===== config.mk =====
export PLATFORM = sky130hd
export DESIGN_NAME = fetch_stage
export DESIGN_NICKNAME = d
export VERILOG_FILES = /design/src/rtl/fetch_stage.sv
export SDC_FILE = /design/constraint.sdc
export NUM_CORES = 1
export LEC_CHECK = 0
export BUFFER_PORTS_ARGS = -buffer_cell sky130_fd_sc_hd__buf_2
export CORE_ASPECT_RATIO = 0.7
export CORE_UTILIZATION = 34
export DETAILED_ROUTE_END_ITERATION = 10
export PLACE_DENSITY = 0.66
export SLEW_MARGIN = 30
export SYNTH_ARGS = -nofsm -noshare
export SYNTH_HDL_FRONTEND = slang
export SYNTH_SLANG_ARGS = --single-unit
export TNS_END_PERCENT = 50

===== constraint.sdc =====
create_clock -name clk -period 2.47 [get_ports clk]
set_clock_uncertainty 0.15 [all_clocks]
set_input_delay 0.3705 -clock clk [delete_from_list [all_inputs] [get_ports clk]]
set_output_delay 0.3705 -clock clk [all_outputs]
set_load 0.02 [all_outputs]

===== src/rtl/fetch_stage.sv =====
// ---------------------------------------------------------------------------
// fetch_stage
//   Instruction-fetch stage of the RISC-V core. It owns the fetch PC, drives
//   the synchronous-read instruction memory and presents the IF/ID
//   instruction, its PC and a valid bit to decode (and from there to imm_gen).
//   Stall holds the decode contents. Redirect reloads the fetch PC from a
//   resolved branch/jump target and squashes the wrong-path instruction.
//   Synchronous reset restarts fetch at RESET_PC.
//
//   The memory enable is tied high, so the memory reads every cycle. A hold
//   register captures the decode instruction on the first stall cycle. This
//   keeps decode stable while the memory output moves on to the next word.
//
// Optional feature (macro FETCH_BIOS_SEL_EN):
//   Adds a second instruction source (BIOS ROM). Each fetch whose PC has
//   top nibble 4'h4 is tagged as a BIOS fetch. The tag travels with the
//   instruction into IF/ID as id_src and selects between bios_dout and
//   imem_dout. When the macro is undefined, the bios ports do not exist and
//   the instruction always comes from imem_dout.
//
// Parameters:
//   N          datapath / PC width
//   RESET_PC   first fetch address after reset
//   IMEM_AW    instruction memory word-address width
//   NOP_INSTR  instruction presented whenever valid = 0
//
// Ports:
//   clk          in   core clock, rising edge
//   rst          in   synchronous active-high reset
//   stall        in   hold IF and IF/ID this cycle
//   redirect     in   refetch from redirect_pc (wins over stall)
//   redirect_pc  in   redirect target; bits [1:0] are ignored
//   imem_addr    out  word address = fetch_pc[IMEM_AW+1:2]
//   imem_en      out  constant 1
//   imem_dout    in   memory read data, one cycle after imem_addr
//   bios_addr    out  (FETCH_BIOS_SEL_EN only) same as imem_addr
//   bios_dout    in   (FETCH_BIOS_SEL_EN only) BIOS read data
//   instr        out  IF/ID instruction
//   pc_out       out  PC of instr
//   pc_plus4     out  pc_out + 4, wraps modulo 2^N
//   valid        out  instr is real and not squashed
// ---------------------------------------------------------------------------
module fetch_stage #(
  parameter int             N         = 32,
  parameter logic [N-1:0]   RESET_PC  = 32'h4000_0000,
  parameter int             IMEM_AW   = 14,
  parameter logic [N-1:0]   NOP_INSTR = 32'h0000_0013
) (
  input  logic               clk,
  input  logic               rst,
  input  logic               stall,
  input  logic               redirect,
  input  logic [N-1:0]       redirect_pc,
  output logic [IMEM_AW-1:0] imem_addr,
  output logic               imem_en,
  input  logic [N-1:0]       imem_dout,
`ifdef FETCH_BIOS_SEL_EN
  output logic [IMEM_AW-1:0] bios_addr,
  input  logic [N-1:0]       bios_dout,
`endif
  output logic [N-1:0]       instr,
  output logic [N-1:0]       pc_out,
  output logic [N-1:0]       pc_plus4,
  output logic               valid
);

  localparam logic [N-1:0] PC_STEP    = N'(4);
  localparam logic [N-1:0] ALIGN_MASK = ~(N'(3));

  logic [N-1:0] fetch_pc;
  logic [N-1:0] id_pc;
  logic         id_valid;
  logic [N-1:0] hold_instr;
  logic         hold_vld;

  logic [N-1:0] redirect_target;
  logic [N-1:0] mem_data;

  // Targets are forced onto a word boundary. Masking the whole vector keeps
  // every bit of redirect_pc in use.
  assign redirect_target = redirect_pc & ALIGN_MASK;

  // The memory address comes straight from fetch_pc. During a stall it stays
  // on the next PC, so after release the memory already holds that word.
  assign imem_addr = fetch_pc[IMEM_AW+1:2];
  assign imem_en   = 1'b1;

`ifdef FETCH_BIOS_SEL_EN
  logic id_src;
  logic src;

  assign bios_addr = imem_addr;
  assign src       = (fetch_pc[N-1:N-4] == 4'h4);
  assign mem_data  = id_src ? bios_dout : imem_dout;
`else
  assign mem_data  = imem_dout;
`endif

  // Sequential state. Priority: rst > redirect > stall > advance.
  always_ff @(posedge clk) begin
    if (rst) begin
      fetch_pc   <= RESET_PC;
      id_pc      <= '0;
      id_valid   <= 1'b0;
      hold_vld   <= 1'b0;
      hold_instr <= '0;
`ifdef FETCH_BIOS_SEL_EN
      id_src     <= 1'b0;
`endif
    end else if (redirect) begin
      // Squash the instruction in IF/ID. The next cycle is a bubble, and the
      // target's word arrives one cycle after that.
      fetch_pc   <= redirect_target;
      id_valid   <= 1'b0;
      hold_vld   <= 1'b0;
`ifdef FETCH_BIOS_SEL_EN
      id_src     <= src;
`endif
    end else if (stall) begin
      // Only the first stall cycle captures the word. Later cycles would see
      // the memory output for the following PC.
      if (!hold_vld) begin
        hold_instr <= mem_data;
        hold_vld   <= 1'b1;
      end
    end else begin
      id_pc    <= fetch_pc;
      id_valid <= 1'b1;
      hold_vld <= 1'b0;
      fetch_pc <= fetch_pc + PC_STEP;
`ifdef FETCH_BIOS_SEL_EN
      id_src   <= src;
`endif
    end
  end

  always_comb begin
    instr = mem_data;
    if (!id_valid) begin
      instr = NOP_INSTR;
    end else if (hold_vld) begin
      instr = hold_instr;
    end
  end

  assign pc_out   = id_pc;
  assign pc_plus4 = id_pc + PC_STEP;
  assign valid    = id_valid;

endmodule


=== After elaboration in Yosys (flattened, before gate mapping) ===
Cells that the tools add are included.

* Input bits: 68
* Output and inout port bits: 112
* Word-level logic and storage cells: 19
* Register bits: 98

* Multiplexer cells: 5
* Reduce and logical (&&, ||, !) cells: 3
* Add/subtract/negate cells: 2
* Bitwise logic cells: 2
* Equality and inequality tests: 1

{| class="wikitable"
|+ Operator list
! kind !! count
|-
| $mux W32 || 4
|-
| $add A32 B3 Y32 const B || 2
|-
| $reduce_and A2 Y1 || 2
|-
| $ne A2 B1 Y1 const B || 1
|-
| $not A1 Y1 || 2
|-
| $reduce_or A2 Y1 || 1
|-
| $mux W1 || 1
|}

=== Depth between registers and ports, before layout ===
* Depth after elaboration: 3
* Mapped depth: 7
* Gate-level depth less buffers: 5

=== Worst setup path before layout ===
OpenSTA, ideal clock, no wires.

* Kind: flip-flop to output port
* Start: register id_pc[2] (netlist: pc_out[2])
* End: output pc_plus4[18]
* Required time: 1.949 ns
* Cell stages (with the launch flop): 6
* Arrival: 1.970 ns
* Buffers on the path: 0
* Setup slack: -0.021 ns
* Cell sequence: dfxtp_1 > ha_1 > nand3_1 > nor4_1 > nand3_1 > xnor2_1

* Longest elaborated chain between the ends: 1

{| class="wikitable"
|+ Ends and longest elaborated chain
! item !! RTL line !! text
|-
| start: declaration || 71 || <nowiki>logic [N-1:0] id_pc;</nowiki>
|-
| start signal: assignment || 127 || <nowiki>id_pc <= fetch_pc;</nowiki>
|-
| $add A32 B3 Y32 || 147 || <nowiki>assign pc_plus4 = id_pc + PC_STEP;</nowiki>
|-
| end: declaration || 63 || <nowiki>output logic [N-1:0] pc_plus4,</nowiki>
|}

No other way between the ends.

=== Worst setup path after layout ===
* Start: register id_pc[2] (netlist: pc_out[2])
* End: output pc_plus4[27]

The elaborated chain is that of the path after synthesis.

==> impl_results.md <==
- Register area: about 0.0019 mm²
- Fin. max-slew vios: 0
- Yosys cell types: between 40 and 50
- Post-route ant nets: 0
- Clk slew on worst S/H paths: ~70 ps
- Crit-path max FO: 9
- WL met3: 915 µm
- CTS root buf: clkbuf_16
- First-pass GRT wire length: 23280 µm
- Synth Instances: between 600 and 700
- Setup WS post-layout: between 90 and 100 ps
- Endpoints failing setup: 0
- TritonCTS buffer count: 9
- GP Congestion: 0.8635
- Routed len/inst: between 10 and 15 µm
- Syn Area/Cell: ~7.6 µm²
- Register-to-Register Path Depth: 6
- PD cells: 551.7 mW/mm²
- Critical path origin: pc_out[2]
- Die Y: slightly above 100 µm
- Worst path slowest cell: dfxtp_2
- Chip width: approximately 150 µm
- Crit share post-route: 0.9617
- Least-Margin Pin Slew: 546.8 ps
- H-tree depth: 3
- Initial antenna violation count: 1
- Compound-Gate Fraction of Synth Area: 0.1330
- Worst Path Required: a little under 2000 ps
- Leakage: ~2.7 nW
- Clock Tree Buf Depth: 2
- Share of layout cells above drive strength 1: 0.3111
- Crit-path cells: buf_4, nand4_1, buf_4, nor2_1, buf_4, nand4_1, xnor2_1, buf_4
- Flop-to-flop setup slack: between 200 and 250 ps
- XOR/XNOR Fraction of Synth Area: 0.07293
- Hold WS: 121.7 ps
- Simple-gate share of the synthesized area: 0.2788
- Total track usage: 0.1880
- Flops & latches, synth: 94
- Setup Slack @ Placement: 207.8 ps
- Core area: 0.01419 mm²
- Number of synthesized flops with an enable pin: 0
- Post-Synth Adder-Cell Area: 0.004962
- Grt total ovfl: 0
- Starting density of the core: 0.3555
- Worst vdd ir: around 0.32 mV
- Crit Path Class: reg -> out
- Largest cells by area after synthesis: dfxtp_1 (37%), nand2_1 (11%), a21oi_1 (6.5%)
- YS warnings: 0
- Largest family of logic cells by synthesized area: simple AND/OR/NAND/NOR gates
- Worst hold path type: in -> reg
- Multiplexer area fraction after synthesis: 0.06549
- Clock sinks: 94
- Share of synthesized registers carrying an async set or reset: 0
- Largest net degree at the start of global routing: 53
- CP arrival: ~1900 ps
- Via count: about 5000
- Setup TNS: 0 ps
- I/O Buffers: between 150 and 200
- DR DRC count: 0
- Cell type with the highest aggregate area in the netlist: dfxtp_1
- Total Power: roughly 0.0036 W
- Nets: 891
- Critical Path End Type: output pin
- Core Util, Final: 0.4648
- R2r endpoint: fetch_pc[26]
- Drt via density: between 5 and 6
- Area Overhead vs Synth: 30.76%
- Final min period: 2375 ps
- Setup crit end: pc_plus4[27]
- Post-synth top flop: dfxtp_1
- Reg2reg start: fetch_pc[2]
- Vias in the first global route: ~4500
- Hold-critical path depth: 3
- Site Rows: 36
- Met2 Wirelength: 6268 µm
- Post-Route WL: between 10000 and 15000 µm
- Drt initial violations: 388
- CTS tree: built
- Yosys top cell area share: 0.3731
- Status: finished, final reports clean
- Register area share after synthesis: 0.3731
- Final hold viol count: 0
- Area of the multi-input gates: around 0.0029 mm²
- RSZ-0062 raised after global routing: yes
- Post-Synthesis Cell Area: 0.005044 mm²
- Max Used Layer: met5
- Fmax: roughly 420 MHz
- Most frequent CP cell: buf_4
- Die area: between 0.015 and 0.02 mm²
- Post-DP HPWL: between 10000 and 15000 µm
- WL met1: roughly 7400 µm
- Max-cap viol count: 0
- Total I/O pin count: 180
- CP max stage delay: about 350 ps
- Crit start category: register
- Max_slew headroom: 0.6355
- DRT Pass-1 Iters: 5
- Worst-Skew Late Latency: 340 ps
- Layout fillers: 1449
- ANT cells: 0
-- repair_timing --
item	CTS	global route
endpoints found under the setup margin	14	21
buffers inserted	1	7
gates resized for setup	4	26
hold buffers	0	0
pin swaps	1	4
-- kinds of logic (layout without fill, tap and decap cells) --
kind of cell | after synthesis | after routing
AOI/OAI and AO/OA | 111 | 111
muxes | 33 | 33
adders and majority gates | 2 | 2
DFF | 94 | 94
and+or+nand+nor | 302 | 302
other | 2 | 5
xor gates and xnor gates | 42 | 42
buffers and inverters | 75 | 237
-- worst max-delay path, delay by kind of cell (launching register included) --
kind,cells,cell delay (ps)
AND/OR/NAND/NOR,3,340
buffers and inverters,4,640
flip-flops,1,350
XOR/XNOR,1,170
-- power by group --
| group | switching (W) | total (W) | internal (W) |
|---|---|---|---|
| registers | 0.0000844 | 0.00167 | 0.00159 |
| clock network | 0.000595 | 0.00144 | 0.000845 |
| logic | 0.000318 | 0.000524 | 0.000207 |
-- worst min path at each step --
| stage | start | endpoint | slack, ps |
|---|---|---|---|
| floorplan | hold_instr[0] | hold_instr[0] | 290 |
| global placement | hold_instr[21] | hold_instr[21] | 290 |
| detailed placement | hold_instr[11] | hold_instr[11] | 300 |
| CTS | imem_dout[27] | hold_instr[27] | 110 |
| global route | imem_dout[18] | hold_instr[18] | 120 |
| finish | imem_dout[27] | hold_instr[27] | 120 |
-- cell usage in the layout, fill, tap and decap left out, types with 2 or more instances in the layout --
cell,instances
a211oi_1,14
o31ai_1,6
and4_1,5
nor3b_1,2
o21ai_0,5
inv_1,9
or4_1,9
a21oi_1,66
nor3_1,7
mux2i_1,33
xor2_1,9
xnor2_1,32
clkinv_4,2
or2_2,2
or3_2,2
dfxtp_2,7
and2_1,3
clkbuf_8,2
a311oi_1,10
buf_12,3
nand3_4,2
nand2_1,148
conb_1,5
and3_1,5
nand4_1,16
buf_4,41
nor2_2,2
nor2_1,59
nand3_1,15
nor4_1,5
a31oi_1,3
clkbuf_16,9
dfxtp_1,86
buf_2,165
nand4_2,4
-- synthesized netlist by cell type (all sizes together), types with 4 or more instances --
master	instances
a211oi	14
o31ai	6
xnor2	33
nand4	20
mux2i	33
inv	10
nor3	8
nor2	61
a21oi	66
nand2	149
clkbuf	41
a311oi	10
and2	4
and3	5
nor4	7
o21ai	5
nand3	18
xor2	9
and4	6
or4	10
dfxtp	94
buf	23
-- state kept, by name (all words and copies together), names as in the netlist --
register	flops
valid	1
fetch_pc	30
hold_vld	1
hold_instr	32
pc_out	30
-- metal layers --
metal / GRT usage / up-vias
met5: 0 / -
met4: 0.03461 / 2
met3: 0.04868 / 9
met2: 0.2618 / 141
met1: 0.2864 / 2401
li1: - / 2588
-- per-stage QoR --
step | std cells | area [µm²]
2_1_floorplan | 664 | 5061
4_1_cts | 1009 | 6451
3_5_place_dp | 992 | 6116
3_3_place_gp | 992 | 6116
6_report | 1016 | 6595
5_1_grt | 1016 | 6595
-- layout make-up --
| type | count | share of cell area |
|---|---|---|
| repair buffers | 210 | 0.1827 |
| well taps | 190 | 0.03605 |
| clock buffers | 12 | 0.03889 |
| multi-input cells | 495 | 0.4405 |
| clock inverters | 4 | 0.008348 |
| flip-flops and latches | 94 | 0.2872 |
| inverters | 11 | 0.006261 |
No activity file was read; power rests on OpenSTA's default activity.
